### config.mk
export PLATFORM = sky130hd
export DESIGN_NAME = pattern_tx_flat
export DESIGN_NICKNAME = d
export VERILOG_FILES = /design/src/rtl/pattern_tx_pkg.sv /design/src/rtl/pattern_tx_if.sv /design/src/rtl/pattern_shift_reg.sv /design/src/rtl/pattern_tx.sv /design/src/flat_wrapper.sv
export SDC_FILE = /design/constraint.sdc
export NUM_CORES = 1
export LEC_CHECK = 0
export CAP_MARGIN = 20
export CORE_MARGIN = 1.5
export CORE_UTILIZATION = 48
export CTS_CLUSTER_DIAMETER = 150
export CTS_CLUSTER_SIZE = 14
export DETAILED_ROUTE_END_ITERATION = 8
export GPL_TIMING_DRIVEN = 1
export PLACE_DENSITY_LB_ADDON = 0.25
export SLEW_MARGIN = 15
export SYNTH_ARGS = -nofsm -noshare
export SYNTH_HDL_FRONTEND = slang
export SYNTH_SLANG_ARGS = --single-unit
### constraint.sdc
create_clock -name clk -period 2.23 [get_ports clk]
set_input_delay 0.669 -clock clk [delete_from_list [all_inputs] [get_ports clk]]
set_output_delay 0.669 -clock clk [all_outputs]
set_load 0.02 [all_outputs]
### src/rtl/pattern_tx_pkg.sv
// Shared definitions for the serial pattern transmitter: FSM state
// encoding and the bit-counter width helper.
package pattern_tx_pkg;

    // 2'd3 is unused; the FSM treats it as illegal and falls back to IDLE.
    typedef enum logic [1:0] {
        ST_IDLE  = 2'd0,
        ST_SHIFT = 2'd1,
        ST_DONE  = 2'd2
    } state_e;

    localparam int DEF_WIDTH = 4;
    localparam int DEF_RPT_W = 4;

    // Bits needed to count down from width-1 to 0 (at least one bit).
    function automatic int bit_cnt_w(input int width);
        return (width < 2) ? 1 : $clog2(width);
    endfunction

    localparam int DEF_CNT_W = bit_cnt_w(DEF_WIDTH);

endpackage

### src/rtl/pattern_tx_if.sv
// Handshake and data bundle between a requester and pattern_tx.
interface pattern_tx_if #(
    parameter int WIDTH = 4,
    parameter int RPT_W = 4
);
    logic             start;
    logic [WIDTH-1:0] pattern;
    logic [RPT_W-1:0] repeat_cnt;
    logic             abort;
    logic             s;
    logic             valid;
    logic             frame_start;
    logic             busy;
    logic             done;

    // Requester side: issues commands, observes the serial stream.
    modport master (
        output start, pattern, repeat_cnt, abort,
        input  s, valid, frame_start, busy, done
    );

    // Transmitter side.
    modport slave (
        input  start, pattern, repeat_cnt, abort,
        output s, valid, frame_start, busy, done
    );
endinterface

### src/rtl/pattern_shift_reg.sv
// WIDTH-bit left-shifting register with a shadow copy of the last loaded
// pattern so repeated frames can be reloaded without the source input.
module pattern_shift_reg #(
    parameter int WIDTH = 4
) (
    input  logic             clk,
    input  logic             load,
    input  logic             reload,
    input  logic             shift,
    input  logic [WIDTH-1:0] din,
    output logic             msb_d
);
    logic [WIDTH-1:0] shreg_q, shreg_d;
    logic [WIDTH-1:0] shadow_q, shadow_d;

    // Next-value selection: fresh load beats reload beats shift beats hold.
    always_comb begin
        shreg_d  = shreg_q;
        shadow_d = shadow_q;
        if (load) begin
            shreg_d  = din;
            shadow_d = din;
        end else if (reload) begin
            shreg_d = shadow_q;
        end else if (shift) begin
            shreg_d = {shreg_q[WIDTH-2:0], 1'b0};
        end
    end

    // Data-only storage; the controller never relies on its reset value.
    always_ff @(posedge clk) begin
        shreg_q  <= shreg_d;
        shadow_q <= shadow_d;
    end

    // Exposed so the owner can register the serial bit in the same edge.
    assign msb_d = shreg_d[WIDTH-1];

endmodule

### src/rtl/pattern_tx.sv
// Moore serial pattern transmitter: sends a latched WIDTH-bit pattern MSB
// first, repeated back-to-back for max(repeat_cnt,1) frames, followed by a
// one-cycle done pulse. All outputs come straight from flops.
module pattern_tx
    import pattern_tx_pkg::*;
#(
    parameter int WIDTH = DEF_WIDTH,
    parameter int RPT_W = DEF_RPT_W
) (
    input  logic         clk,
    input  logic         rst_n,
    pattern_tx_if.slave  bus
);
    localparam int               CNT_W    = bit_cnt_w(WIDTH);
    localparam logic [CNT_W-1:0] BIT_LAST = CNT_W'(WIDTH - 1);
    localparam logic [RPT_W-1:0] RPT_ONE  = RPT_W'(1);

    state_e           state_q, state_d;
    logic [CNT_W-1:0] bit_cnt_q, bit_cnt_d;
    logic [RPT_W-1:0] frame_cnt_q, frame_cnt_d;

    logic s_q, s_d;
    logic valid_q, valid_d;
    logic frame_start_q, frame_start_d;
    logic busy_q, busy_d;
    logic done_q, done_d;

    logic load, reload, shift;
    logic msb_d;

    pattern_shift_reg #(
        .WIDTH (WIDTH)
    ) u_shift (
        .clk    (clk),
        .load   (load),
        .reload (reload),
        .shift  (shift),
        .din    (bus.pattern),
        .msb_d  (msb_d)
    );

    // Next-state, counter updates and shift-register control.
    always_comb begin
        state_d     = state_q;
        bit_cnt_d   = bit_cnt_q;
        frame_cnt_d = frame_cnt_q;
        load        = 1'b0;
        reload      = 1'b0;
        shift       = 1'b0;
        case (state_q)
            ST_IDLE: begin
                // start wins over a simultaneous abort here
                if (bus.start) begin
                    state_d     = ST_SHIFT;
                    load        = 1'b1;
                    bit_cnt_d   = BIT_LAST;
                    frame_cnt_d = (bus.repeat_cnt == '0) ? RPT_ONE : bus.repeat_cnt;
                end
            end
            ST_SHIFT: begin
                if (bus.abort) begin
                    state_d = ST_IDLE;
                end else if (bit_cnt_q == '0) begin
                    if (frame_cnt_q > RPT_ONE) begin
                        reload      = 1'b1;
                        frame_cnt_d = frame_cnt_q - RPT_ONE;
                        bit_cnt_d   = BIT_LAST;
                    end else begin
                        state_d = ST_DONE;
                    end
                end else begin
                    shift     = 1'b1;
                    bit_cnt_d = bit_cnt_q - CNT_W'(1);
                end
            end
            ST_DONE: begin
                state_d = ST_IDLE;
            end
            default: begin
                state_d = ST_IDLE;
            end
        endcase
    end

    // Outputs are decoded from the upcoming state so they land in flops.
    always_comb begin
        s_d           = 1'b0;
        valid_d       = 1'b0;
        frame_start_d = 1'b0;
        busy_d        = 1'b0;
        done_d        = 1'b0;
        if (state_d == ST_SHIFT) begin
            s_d           = msb_d;
            valid_d       = 1'b1;
            busy_d        = 1'b1;
            frame_start_d = (bit_cnt_d == BIT_LAST);
        end else if (state_d == ST_DONE) begin
            done_d = 1'b1;
        end
    end

    // Control and output registers; reset overrides start and abort.
    always_ff @(posedge clk) begin
        if (!rst_n) begin
            state_q       <= ST_IDLE;
            bit_cnt_q     <= '0;
            frame_cnt_q   <= '0;
            s_q           <= 1'b0;
            valid_q       <= 1'b0;
            frame_start_q <= 1'b0;
            busy_q        <= 1'b0;
            done_q        <= 1'b0;
        end else begin
            state_q       <= state_d;
            bit_cnt_q     <= bit_cnt_d;
            frame_cnt_q   <= frame_cnt_d;
            s_q           <= s_d;
            valid_q       <= valid_d;
            frame_start_q <= frame_start_d;
            busy_q        <= busy_d;
            done_q        <= done_d;
        end
    end

    assign bus.s           = s_q;
    assign bus.valid       = valid_q;
    assign bus.frame_start = frame_start_q;
    assign bus.busy        = busy_q;
    assign bus.done        = done_q;

endmodule

### src/flat_wrapper.sv
// flat-port wrapper written by rule: the top's interface ports become plain ports
module pattern_tx_flat import pattern_tx_pkg::*;
#(
    parameter int WIDTH = DEF_WIDTH,
    parameter int RPT_W = DEF_RPT_W
)
  (clk, rst_n, bus_start, bus_pattern, bus_repeat_cnt, bus_abort, bus_s, bus_valid, bus_frame_start, bus_busy, bus_done);
  pattern_tx_if #(.WIDTH(WIDTH), .RPT_W(RPT_W)) bus_i ();
  input  logic clk;
  input  logic rst_n;
  input wire logic [$bits(bus_i.start)-1:0] bus_start;
  input wire logic [$bits(bus_i.pattern)-1:0] bus_pattern;
  input wire logic [$bits(bus_i.repeat_cnt)-1:0] bus_repeat_cnt;
  input wire logic [$bits(bus_i.abort)-1:0] bus_abort;
  output wire logic [$bits(bus_i.s)-1:0] bus_s;
  output wire logic [$bits(bus_i.valid)-1:0] bus_valid;
  output wire logic [$bits(bus_i.frame_start)-1:0] bus_frame_start;
  output wire logic [$bits(bus_i.busy)-1:0] bus_busy;
  output wire logic [$bits(bus_i.done)-1:0] bus_done;
  assign bus_i.start = bus_start;
  assign bus_i.pattern = bus_pattern;
  assign bus_i.repeat_cnt = bus_repeat_cnt;
  assign bus_i.abort = bus_abort;
  assign bus_s = bus_i.s;
  assign bus_valid = bus_i.valid;
  assign bus_frame_start = bus_i.frame_start;
  assign bus_busy = bus_i.busy;
  assign bus_done = bus_i.done;
  pattern_tx #(.WIDTH(WIDTH), .RPT_W(RPT_W)) u_core (.clk(clk), .rst_n(rst_n), .bus(bus_i));
endmodule
# [Word-level counts from Yosys, hierarchy flattened]
# Cells that the tools add are included.
[word_totals] ff_bits=20 in_bits=12 output_inout_bits=5 wordCells=60
[op_classes] add_sub_neg=2 order_cmp=1 eq_ne=8 muxes=30 bitwise=1 n_reduce_logical=8
[ops] cell="4-bit two-way mux" n=8
[ops] cell="2-bit two-way mux" n=8
[ops] cell="1-bit two-way mux" n=11
[ops] cell="2-bit case mux with 2 select lines" n=2
[ops] cell="4-bit case mux with 2 select lines" n=1
[ops] cell="5-bit AND reduction" n=1
[ops] cell="2-bit by 1-bit equality test with 1-bit output (second input constant)" n=2
[ops] cell="2-bit equality test (second input constant)" n=2
[ops] cell="4-bit by 1-bit greater-than comparator with 1-bit output (second input constant)" n=1
[ops] cell="2-bit zero test" n=2
[ops] cell="4-bit zero test" n=1
[ops] cell="2-bit by 1-bit inequality test with 1-bit output (second input constant)" n=2
[ops] cell="2-bit inequality test (second input constant)" n=2
[ops] cell="4-bit by 1-bit subtractor with 4-bit output (second input constant)" n=1
[ops] cell="3-bit nonzero test" n=1
[ops] cell="2-bit AND reduction" n=1
[ops] cell="2-bit nonzero test" n=1
[ops] cell="2-bit OR reduction" n=1
[ops] cell="2-bit by 1-bit subtractor with 2-bit output (second input constant)" n=1
[ops] cell="1-bit NOT" n=1

# [Depth between registers and ports, before layout]
# Gate-level depths: netlist (run 1).
[depth] ltp_word=7 depth_mapped=6 depth_no_buf=6

# [Cells and area by module]
# A second synthesis (run 1) with hierarchy kept.
[unflattened] hier_cells=99 area_unflattened_um2=973.4
[by_module_without_submodules] mod="pattern_tx" instances=1 cells_per_inst=74 area_per_inst_um2=644.4 seq_area_each_um2=240.2
[by_module_without_submodules] mod="pattern_shift_reg" instances=1 cells_per_inst=25 area_per_inst_um2=329.1 seq_area_each_um2=230.2

# [Least setup slack after synthesis (run 1)]
# OpenSTA, ideal clock, no wires.
[synth_timing] kind="input to register" startpoint="input bus_abort" endpoint="register u_core.frame_cnt_q[2]" setup_time_ns=0.117 arrival_time_ns=1.834 required_time_ns=2.113 slack_ns=0.279 path_stages=5 path_buffers=1 cell_sequence="or3b_1 -> buf_6 -> a211oi_4 -> o22ai_1 -> a32o_1"
[synth_via] elab_chain_cells=2
[synth_lines] element="from (decl)" line="flat_wrapper.sv:14" source="input wire logic [$bits(bus_i.abort)-1:0] bus_abort;"
[synth_lines] element="2-bit inequality test (no line)"
[synth_lines] element="5-bit AND reduction (no line)"
[synth_lines] element="to (signal assigned)" line="pattern_tx.sv:116" source="frame_cnt_q <= frame_cnt_d;"
[synth_lines] element="to (decl)" line="pattern_tx.sv:20" source="logic [RPT_W-1:0] frame_cnt_q, frame_cnt_d;"
# Every way passes these cells.
# A chain may end at the register's enable or synchronous reset.

# [Worst setup path after layout (run 1)]
[layout_timing] startpoint="input bus_abort" endpoint="register u_core.frame_cnt_q[1]"
# The elaborated chain is that of the path after synthesis.

==> impl_metrics.toml, run 1 <==
[logic_synthesis]
synth_cell_types = 35
synthFlopType = "dfxtp_1"
ys_ff_latch = 19
yosysSeqAreaShare = 0.5021
synth-edff-count = 7
syn_avg_cell_area_um2 = 9.751
ys_async_sr_fraction = 0
yosys_warnings = 0
synthCells = 92
synth_nets = 106
synth_area_um2 = 897.1

[critical_path]
rrSetupSlack_ns = 0.37
reg2regPathDepth = 7
r2r-end = "u_core.frame_cnt_q[1]"
end_kind = "flip-flop"
critical_path_required_ns = 2.45
max_stage_delay_ns = 0.44
r2r-start = "u_core.frame_cnt_q[0]"
crit_path_start_kind = "input pin"
worstPathArrival_ns = 2.19
crit_path_top_delay_cell = "or3b_1"
crit_path_max_fanout = 9
crit_chain = "clkdlybuf4s50_1 -> or3b_1 -> a211oi_4 -> buf_4 -> nor3_1 -> a211oi_1"
crit_type = "in -> reg"

[route]
vias_per_cell = 5.346
drt_wl_total_um = 1732
num_vias = 727
detail-route-antenna-nets = 0
drc = 0
wl_per_cell_um = 12.74
firstDrtPassIters = 4
drt-initial-drc-count = 20

[timing]
setup_viol = 0
finalHoldViolCount = 0
fmax_mhz = 505.9
slew_headroom = 0.7387
setup-tns-final_ns = 0
finalCritPeriodShare = 0.8864
min_period_ns = 1.977
maxSlewViolCount = 0
skew_ns = 0.005292
rsz0062_at_grt = "no"
tightest_slew_ns = 0.3906

[clock_network]
cts.clk_slew.worst_paths_ns = 0.11
clockBufferDepth = 2
root_buffer = "clkbuf_4"
post_cts_resized = 0
cts_buffers = 3
cts_hold_buf = 0
worstSkewPairLatency_ns = 0.29
htree_levels = 1
post_cts_buffers = 0
clkSinkCount = 19
tritoncts = "done"

[floorplanning]
die_h_um = 46.23
start_util = 0.5140
row_count = 15
die_area_mm2 = 0.002137
die_x_um = 46.23
pin_count = 17
core-area_mm2 = 0.001745

[cells_and_area]
multi_input_area_um2 = 386.6
nets = 126
final_cell_area_mm2 = 0.001119
seq_area_um2 = 450.4
num_antenna_cells = 0
nFillCells = 149
drive_above_1_share = 0.1351
synthToLayoutAreaGrowth_pct = 24.69

[placement]
portBuffers = 16
place_congestion = 0.8104
dp_hpwl_um = 1302
placed_cell_area_mm2 = 0.001092

[power]
powerDensity_mw_per_mm2 = 668.6
p_leak_nw = 0.4295
max-vdd-ir-drop_uv = 372.0
finalPower_w = 0.0007479

[min_path]
hold_depth = 2
holdCritStartpoint = "u_core.frame_cnt_q[3]"
hp-class = "reg -> reg"
holdPathEnd = "u_core.frame_cnt_q[3]"

[global_route]
grt_pass1_wl_um = 2849
overflow = 0
antenna_found_initial = 0
grt_usage = 0.1893
first_global_vias = 670
grt_max_degree = 13

[job]
cap_viol_max_count = 0

[run_status]
outcome = "completed"
-- power by group --
part	switching (W)	leakage, nW	internal, W
Sequential	0.0000161	0.168	0.000391
Combinational	0.0000897	0.247	0.0000779
Clock	0.000104	0.0150	0.0000696
Total	0.000209	0.429	0.000538
-- through the flow --
stage | worst slack [ns] | hold slack (ns) | instances | utilization
after floorplan | 0.2785 | 0.4487 | 92 | -
after global placement | -0.01101 | 0.4624 | 132 | 0.6258
after detailed placement | -0.05618 | 0.4729 | 132 | 0.6258
after CTS | 0.2362 | 0.4887 | 136 | 0.6409
after global routing | 0.1838 | 0.5042 | 136 | 0.6409
final | 0.2533 | 0.4903 | 136 | 0.6409
-- cell families (layout without fill, tap and decap cells) --
group                      count (synthesis)  after routing  synth area share
adders and majority gates                  2              2           0.02789
buffers and inverters                     13             32           0.06695
and+or+nand+nor                           31             31            0.1729
AOI/OAI and AO/OA                         27             27            0.2302
DFF                                       19             19            0.5021
-- Yosys cell counts (3+ instances only) --
| cell | count | area [um^2] |
|---|---|---|
| edfxtp_1 | 7 | 210.2 |
| a21oi_1 | 4 | 20.02 |
| clkbuf_1 | 3 | 11.26 |
| o21ai_0 | 4 | 20.02 |
| or2_2 | 3 | 18.77 |
| nor3_1 | 3 | 15.01 |
| nand2_1 | 9 | 33.78 |
| inv_1 | 7 | 26.28 |
| dfxtp_1 | 12 | 240.2 |
| a32oi_1 | 3 | 26.28 |
| nor2_1 | 9 | 33.78 |
-- registers in the layout, indices dropped and copies added (netlist names), 2 cells and up --
name and count:
u_core.frame_cnt_q 4, u_core.bit_cnt_q 2, u_core.state_q 2, u_core.u_shift.shreg_q 3, u_core.u_shift.shadow_q 4
-- cell type report --
class / instances / share of cell area
clock buffer: 4 / 0.02349
inverter: 7 / 0.02349
multi-input combinational: 60 / 0.3456
sequential: 19 / 0.4027
tap: 25 / 0.02796
timing repair buffer: 21 / 0.1767
-- worst max-delay path by stage --
stage	start	end	slack, ns
3_5_place_dp	bus_abort	u_core.frame_cnt_q[1]	-0.06
5_1_grt	bus_abort	u_core.frame_cnt_q[1]	0.18
3_3_place_gp	bus_abort	u_core.u_shift.shreg_q[2]	-0.01
6_report	bus_abort	u_core.frame_cnt_q[1]	0.25
4_1_cts	bus_abort	u_core.frame_cnt_q[1]	0.24
2_1_floorplan	bus_abort	u_core.frame_cnt_q[2]	0.28
-- placed cells by master, fill, tap and decap left out, types with 2 or more instances in the layout --
cell	n
clkdlybuf4s50_1	16
o21a_1	2
a32oi_1	3
inv_1	7
a21oi_1	4
buf_4	5
clkbuf_4	3
o22ai_1	2
ha_1	2
nor2_1	9
nor3_1	3
nand2_1	9
or2_2	3
dfxtp_1	12
o21ai_0	4
edfxtp_1	7
nor4_1	2
-- per-layer routing --
metal | vias up | global-route usage | routed length [um]
met5 | - | 0 | 0
met4 | 0 | 0.1086 | 12
met3 | 2 | 0.04706 | 80
met2 | 19 | 0.2861 | 797
met1 | 339 | 0.2433 | 841
li1 | 367 | - | -
-- worst max-delay path: cells and delay by family --
kind | cells | cell delay (ns)
AND/OR/NAND/NOR | 2 | 0.49
buffers and inverters | 2 | 0.61
AO/OA/AOI/OAI | 2 | 0.42
(Power assumes the default switching activity.)
==> run 2, diff against run 1 <==
clock period = 2.2 ns   (was 2.23 ns; I/O delays follow)
==> results of run 2 <==
The final DEF is identical to that of run 1. Status: completed.
Among the figures that moved: setup slack after placement -0.05618 ns -> -0.07718 ns; setup slack after layout 0.2533 ns -> 0.2323 ns; register-to-register setup slack 0.37 ns -> 0.34 ns; total power 0.0007479 W -> 0.0007581 W; worst IR drop on VDD 372.0 uV -> 377.1 uV
==> run 3, diff against run 2 <==
SLEW_MARGIN = 10   (was 15)
==> results of run 3 <==
The final DEF is identical to that of run 1. Status: completed.
Among the figures that moved: setup slack after placement -0.05618 ns -> -0.07718 ns; setup slack after layout 0.2533 ns -> 0.2323 ns; register-to-register setup slack 0.37 ns -> 0.34 ns; total power 0.0007479 W -> 0.0007581 W; worst IR drop on VDD 372.0 uV -> 377.1 uV
